[src/rtl/game_pkg.sv]
// Shared playfield constants, lane direction encoding and the divider reload clamp.
package game_pkg;

    localparam int unsigned GRID_W = 20;
    localparam int unsigned POS_W  = 5;

    typedef enum logic {
        DIR_LEFT  = 1'b0,
        DIR_RIGHT = 1'b1
    } dir_e;

    // A shifted-out speed of zero would stall the lane; one step per cycle is the fastest legal rate.
    function automatic logic [31:0] clamp_reload(input logic [31:0] shifted);
        return (shifted == '0) ? 32'd1 : shifted;
    endfunction

endpackage

[src/rtl/car_lane.sv]
// One traffic lane: speed divider, wrap-around column register and step pulse.
module car_lane
    import game_pkg::dir_e, game_pkg::DIR_RIGHT, game_pkg::clamp_reload;
#(
    parameter int unsigned      GRID_W = game_pkg::GRID_W,
    parameter int unsigned      POS_W  = game_pkg::POS_W,
    parameter int unsigned      DIV_W  = 24,
    parameter logic [POS_W-1:0] START  = '0,
    parameter logic [DIV_W-1:0] SPEED  = DIV_W'(1),
    parameter dir_e             DIR    = DIR_RIGHT
) (
    input  logic             i_Clk,
    input  logic             i_Rst_n,
    input  logic             i_enable,
    input  logic             i_restart,
    input  logic [2:0]       i_level,
    output logic [POS_W-1:0] o_x,
    output logic             o_step
);

    localparam logic [DIV_W-1:0] RST_CNT = DIV_W'(clamp_reload(32'(SPEED))) - 1'b1;
    localparam logic [POS_W-1:0] LAST    = POS_W'(GRID_W - 1);

    logic [DIV_W-1:0] cnt;
    logic [DIV_W-1:0] shifted;
    logic [DIV_W-1:0] reload_m1;
    logic [POS_W-1:0] next_x;

    always_comb begin
        shifted   = SPEED >> i_level;
        reload_m1 = DIV_W'(clamp_reload(32'(shifted))) - 1'b1;
        next_x    = o_x;
        if (DIR == DIR_RIGHT) begin
            next_x = (o_x == LAST) ? '0 : o_x + 1'b1;
        end else begin
            next_x = (o_x == '0) ? LAST : o_x - 1'b1;
        end
    end

    always_ff @(posedge i_Clk or negedge i_Rst_n) begin
        if (!i_Rst_n) begin
            o_x    <= START;
            cnt    <= RST_CNT;
            o_step <= 1'b0;
        end else if (i_restart) begin
            o_x    <= START;
            cnt    <= reload_m1;
            o_step <= 1'b0;
        end else if (i_enable) begin
            if (cnt == '0) begin
                o_x    <= next_x;
                cnt    <= reload_m1;
                o_step <= 1'b1;
            end else begin
                cnt    <= cnt - 1'b1;
                o_step <= 1'b0;
            end
        end else begin
            o_step <= 1'b0;
        end
    end

endmodule

[src/rtl/car_lanes.sv]
// Road-section traffic: NUM_LANES independent car_lane instances plus the registered frog-hit check.
module car_lanes
    import game_pkg::dir_e;
#(
    parameter int unsigned                NUM_LANES  = 4,
    parameter int unsigned                GRID_W     = game_pkg::GRID_W,
    parameter int unsigned                POS_W      = game_pkg::POS_W,
    parameter int unsigned                DIV_W      = 24,
    parameter logic [NUM_LANES*POS_W-1:0] LANE_START = {5'd0, 5'd6, 5'd12, 5'd19},
    parameter logic [NUM_LANES*DIV_W-1:0] LANE_SPEED = {4{24'd2_500_000}},
    parameter logic [NUM_LANES-1:0]       LANE_DIR   = 4'b0101
) (
    input  logic                       i_Clk,
    input  logic                       i_Rst_n,
    input  logic                       i_enable,
    input  logic                       i_restart,
    input  logic [2:0]                 i_level,
    input  logic [POS_W-1:0]           i_frog_x,
    input  logic [2:0]                 i_frog_lane,
    input  logic                       i_frog_on_road,
    output logic [NUM_LANES*POS_W-1:0] o_car_x,
    output logic [NUM_LANES-1:0]       o_step,
    output logic                       o_hit
);

    if (NUM_LANES < 1 || NUM_LANES > 8) begin : g_bad_lanes
        $error("car_lanes: NUM_LANES must be 1..8");
    end
    if ((64'd1 << POS_W) < 64'(GRID_W)) begin : g_bad_pos_w
        $error("car_lanes: POS_W too narrow for GRID_W");
    end
    if (DIV_W > 32) begin : g_bad_div_w
        $error("car_lanes: DIV_W must not exceed 32");
    end

    for (genvar i = 0; i < NUM_LANES; i++) begin : g_lane
        if (32'(LANE_START[i*POS_W +: POS_W]) >= GRID_W) begin : g_bad_start
            $error("car_lanes: lane start column outside the row");
        end

        car_lane #(
            .GRID_W (GRID_W),
            .POS_W  (POS_W),
            .DIV_W  (DIV_W),
            .START  (LANE_START[i*POS_W +: POS_W]),
            .SPEED  (LANE_SPEED[i*DIV_W +: DIV_W]),
            .DIR    (dir_e'(LANE_DIR[i]))
        ) u_lane (
            .i_Clk     (i_Clk),
            .i_Rst_n   (i_Rst_n),
            .i_enable  (i_enable),
            .i_restart (i_restart),
            .i_level   (i_level),
            .o_x       (o_car_x[i*POS_W +: POS_W]),
            .o_step    (o_step[i])
        );
    end

    logic [POS_W-1:0] sel_x;
    logic             lane_ok;

    // Lane indices with no instance leave lane_ok low, so they can never hit.
    always_comb begin
        sel_x   = '0;
        lane_ok = 1'b0;
        for (int unsigned i = 0; i < NUM_LANES; i++) begin
            if (32'(i_frog_lane) == i) begin
                sel_x   = o_car_x[i*POS_W +: POS_W];
                lane_ok = 1'b1;
            end
        end
    end

    always_ff @(posedge i_Clk or negedge i_Rst_n) begin
        if (!i_Rst_n) begin
            o_hit <= 1'b0;
        end else begin
            o_hit <= i_frog_on_road && lane_ok && (sel_x == i_frog_x);
        end
    end

endmodule

[config.mk]
export PLATFORM = sky130hd
export DESIGN_NAME = car_lanes
export DESIGN_NICKNAME = d
export VERILOG_FILES = /design/src/rtl/game_pkg.sv /design/src/rtl/car_lane.sv /design/src/rtl/car_lanes.sv
export SDC_FILE = /design/constraint.sdc
export NUM_CORES = 1
export LEC_CHECK = 0
export BUFFER_PORTS_ARGS = -buffer_cell sky130_fd_sc_hd__buf_4
export CAP_MARGIN = 20
export CORE_ASPECT_RATIO = 1.75
export CORE_MARGIN = 2
export CORE_UTILIZATION = 40
export DETAILED_ROUTE_END_ITERATION = 6
export PLACE_DENSITY_LB_ADDON = 0.05
export SYNTH_ARGS = -nofsm -noshare
export SYNTH_HDL_FRONTEND = slang
export SYNTH_SLANG_ARGS = --single-unit
[constraint.sdc]
create_clock -name i_Clk -period 3.9 [get_ports i_Clk]
set_input_delay 0.78 -clock i_Clk [delete_from_list [all_inputs] [get_ports i_Clk]]
set_output_delay 0.78 -clock i_Clk [all_outputs]
set_load 0.02 [all_outputs]
==> run metrics <==
outcome=complete, no violations; overall routing resource usage=27.4%; # IOs=41; Final Setup Violations=0; # fillers=2096; synthesized area per cell=just under 9 um^2; Final Hold Vio Count=0; Max rail drop VDD=approximately 0.00024 V; share of cells above drive strength 1=18.3%; CTS HTree Levels=4; max-slew violation count=0; first-pass GRT wire length=around 47000 um; Cells after Synth=969; ant diodes=0; LEAKAGE=between 3 and 4 nW; CTS Buf Count=17; crit share post-route=just under 80%; Switching Share=30.4%; Chip Width=113 um; top cells by area, synth=dfrtp_1, dfstp_2, nor2_1; Cells after DPL=1222; TNS Setup=0 ns; final wirelength=29500 um; Wirelength per Cell=23.6 um; Worst EP arrival=3.35 ns; Post-CTS Hold Buffers=0; RSZ-0062 raised after global routing=no; floorplan row count=70; Hold Crit Class=in -> async; First-pass DRT Iterations=7; Gate power share=17.0%; CTS Buffer Depth=2; Post-CTS Setup Bufs=0; ys flop type=dfrtp_1; Placer Congestion=0.815; root buffer cell=clkbuf_16; Antenna Nets Post-Route=0; critical path class=reg -> reg; Worst R2R End=g_lane[0].u_lane.cnt[11]; post-synth top area share=roughly a fifth; Max-slew headroom=about 28%; Setup crit end kind=flop; Layout Nets=just over 1000; worst-skew pair later-pin latency=0.43 ns; commonest cells after routing, fill and taps aside=nor2_1, buf_4, dfrtp_1; Post-Route Skew=approximately 0.0071 ns; Clock Sinks=about 120; Layout area overhead=13.9%; Pint=2.76 mW; worst r2r path cells=6; vias per cell=6.40; pwr dens=415 nW/um^2; Initial Util=between 40% and 50%; Post-Synthesis Cell Area=8380 um^2; vias in the first global route=7950; CTS tree=built; Clock power frac=41.5%; sequential share of power=41.4%; fin cells=1254; FF+latch count, synth=121; iteration-0 DRC count of the detailed router=about 500; vias=8030; syn nets=1005; Async SR Flop Fraction=100%; Seq/Total Area, Yosys=36.9%; Worst-path clk slew=approximately 0.06 ns; CP Launch Type=flop; switching pwr=1.21 mW; reg-to-reg startpoint=g_lane[0].u_lane.cnt[14]; DP HPWL=21000 um; min Tclk post-route=3.04 ns; max_cap viols=0; die area=about 22000 um^2; max frequency=~0.33 GHz; PostCTS Resize Cnt=0; number of buffers added on ports=40; data required time at the worst endpoint=4.21 ns; EDFF count, synth=0; R2R Setup Slk=0.86 ns; global route total overflow=0; count of different cell masters after synthesis=81; largest net degree at the start of global routing=59; die height=196 um; CP Max Fanout=10; # DRC=0; commonest non-fill, non-tap cell in the layout=nor2_1; yosys warns=0; worst slew pin tran=1.07 ns; final total power=3.97 mW; initial antenna violation count=1; Yosys top cell by area=dfrtp_1; core box area=roughly 21000 um^2
layer usage:
metal,global-route usage (%),routed length (um)
met4,10.5,942
met5,0,13
met3,3.57,1060
met1,33.5,12100
met2,48.6,15400
worst max-delay path by stage:
stage,startpoint,end,slack (ns),cells past startpoint
3_5_place_dp,i_level[0],g_lane[1].u_lane.cnt[7],0.73,8
2_1_floorplan,i_level[2],g_lane[3].u_lane.cnt[4],0.93,10
5_1_grt,g_lane[0].u_lane.cnt[14],g_lane[0].u_lane.cnt[10],0.69,6
6_report,g_lane[0].u_lane.cnt[14],g_lane[0].u_lane.cnt[11],0.86,6
4_1_cts,g_lane[0].u_lane.cnt[14],g_lane[0].u_lane.cnt[11],0.92,6
3_3_place_gp,i_level[0],g_lane[1].u_lane.cnt[7],0.83,8
synthesized netlist by cell type, types with 7 or more instances:
| master | n |
|---|---|
| or3_1 | 24 |
| o211ai_1 | 7 |
| nor4_1 | 39 |
| dfstp_2 | 55 |
| mux2i_1 | 19 |
| a211o_1 | 12 |
| o21ai_0 | 36 |
| a311oi_1 | 8 |
| buf_4 | 7 |
| nor4_2 | 7 |
| nand3_1 | 48 |
| a31oi_1 | 11 |
| o31ai_1 | 7 |
| a221o_1 | 12 |
| a22oi_1 | 20 |
| nor3_1 | 46 |
| nor2_1 | 101 |
| or4_1 | 27 |
| a21oi_1 | 61 |
| clkbuf_1 | 47 |
| xor2_1 | 8 |
| o21ai_1 | 15 |
| nand4_1 | 12 |
| o22a_1 | 9 |
| nor3b_1 | 9 |
| o22ai_1 | 7 |
| buf_1 | 8 |
| nand2b_1 | 11 |
| dfrtp_1 | 66 |
| nand2_1 | 56 |
| and3_1 | 10 |
| xnor2_1 | 11 |
| ha_1 | 20 |
| inv_1 | 23 |
| nor4b_1 | 7 |
power groups by stage:
stage               Sequential, mW  Clock [mW]  Combinational [mW]
floorplan                     1.58           0               0.478
global placement              1.66           0               0.674
detailed placement            1.66           0               0.677
CTS                           1.64        1.67               0.679
global route                  1.67        1.73               0.748
finish                        1.64        1.65               0.676
area by class of cell:
type	instances	area [um^2]	share of cell area (%)
inverter	25	93.8	0.982
timing repair buffer	69	531	5.55
clock inverter	8	118	1.23
sequential	121	3100	32.4
clock buffer	24	482	5.04
tap	252	315	3.30
multi-input combinational	755	4920	51.5
registers in the layout, indices dropped and copies added (netlist names):
signal / count
g_lane.u_lane.o_step: 4
g_lane.u_lane.cnt: 96
o_hit: 1
g_lane.u_lane.o_x: 20
cells by family after synthesis:
logic type	after synthesis	synth area share [%]
compound gates	255	21.0
xor+xnor	19	1.99
fa+ha+maj	20	2.99
buf+inv	93	4.57
flops	121	36.9
mux	28	4.15
simple gates	433	28.4
critical path, stage by stage (launching register included):
cell,delay (ns)
dfrtp_1,0.45
nor4_1,0.74
nand4b_1,0.40
o21ai_1,0.68
buf_4,0.30
nor3_1,0.07
a311o_1,0.28
stage by stage:
stage                     cell area, um^2  setup slack, ns  hold slack, ns  util (%)
after global placement               8950            0.829           0.495      43.1
after global routing                 9550            0.692           0.500      46.0
final                                9550            0.860           0.438      46.0
after floorplan                      8380            0.926           0.461         -
after CTS                            9550            0.922           0.477      46.0
after detailed placement             8950            0.725           0.502      43.1
Note: power is estimated with default switching activity, not from simulation.
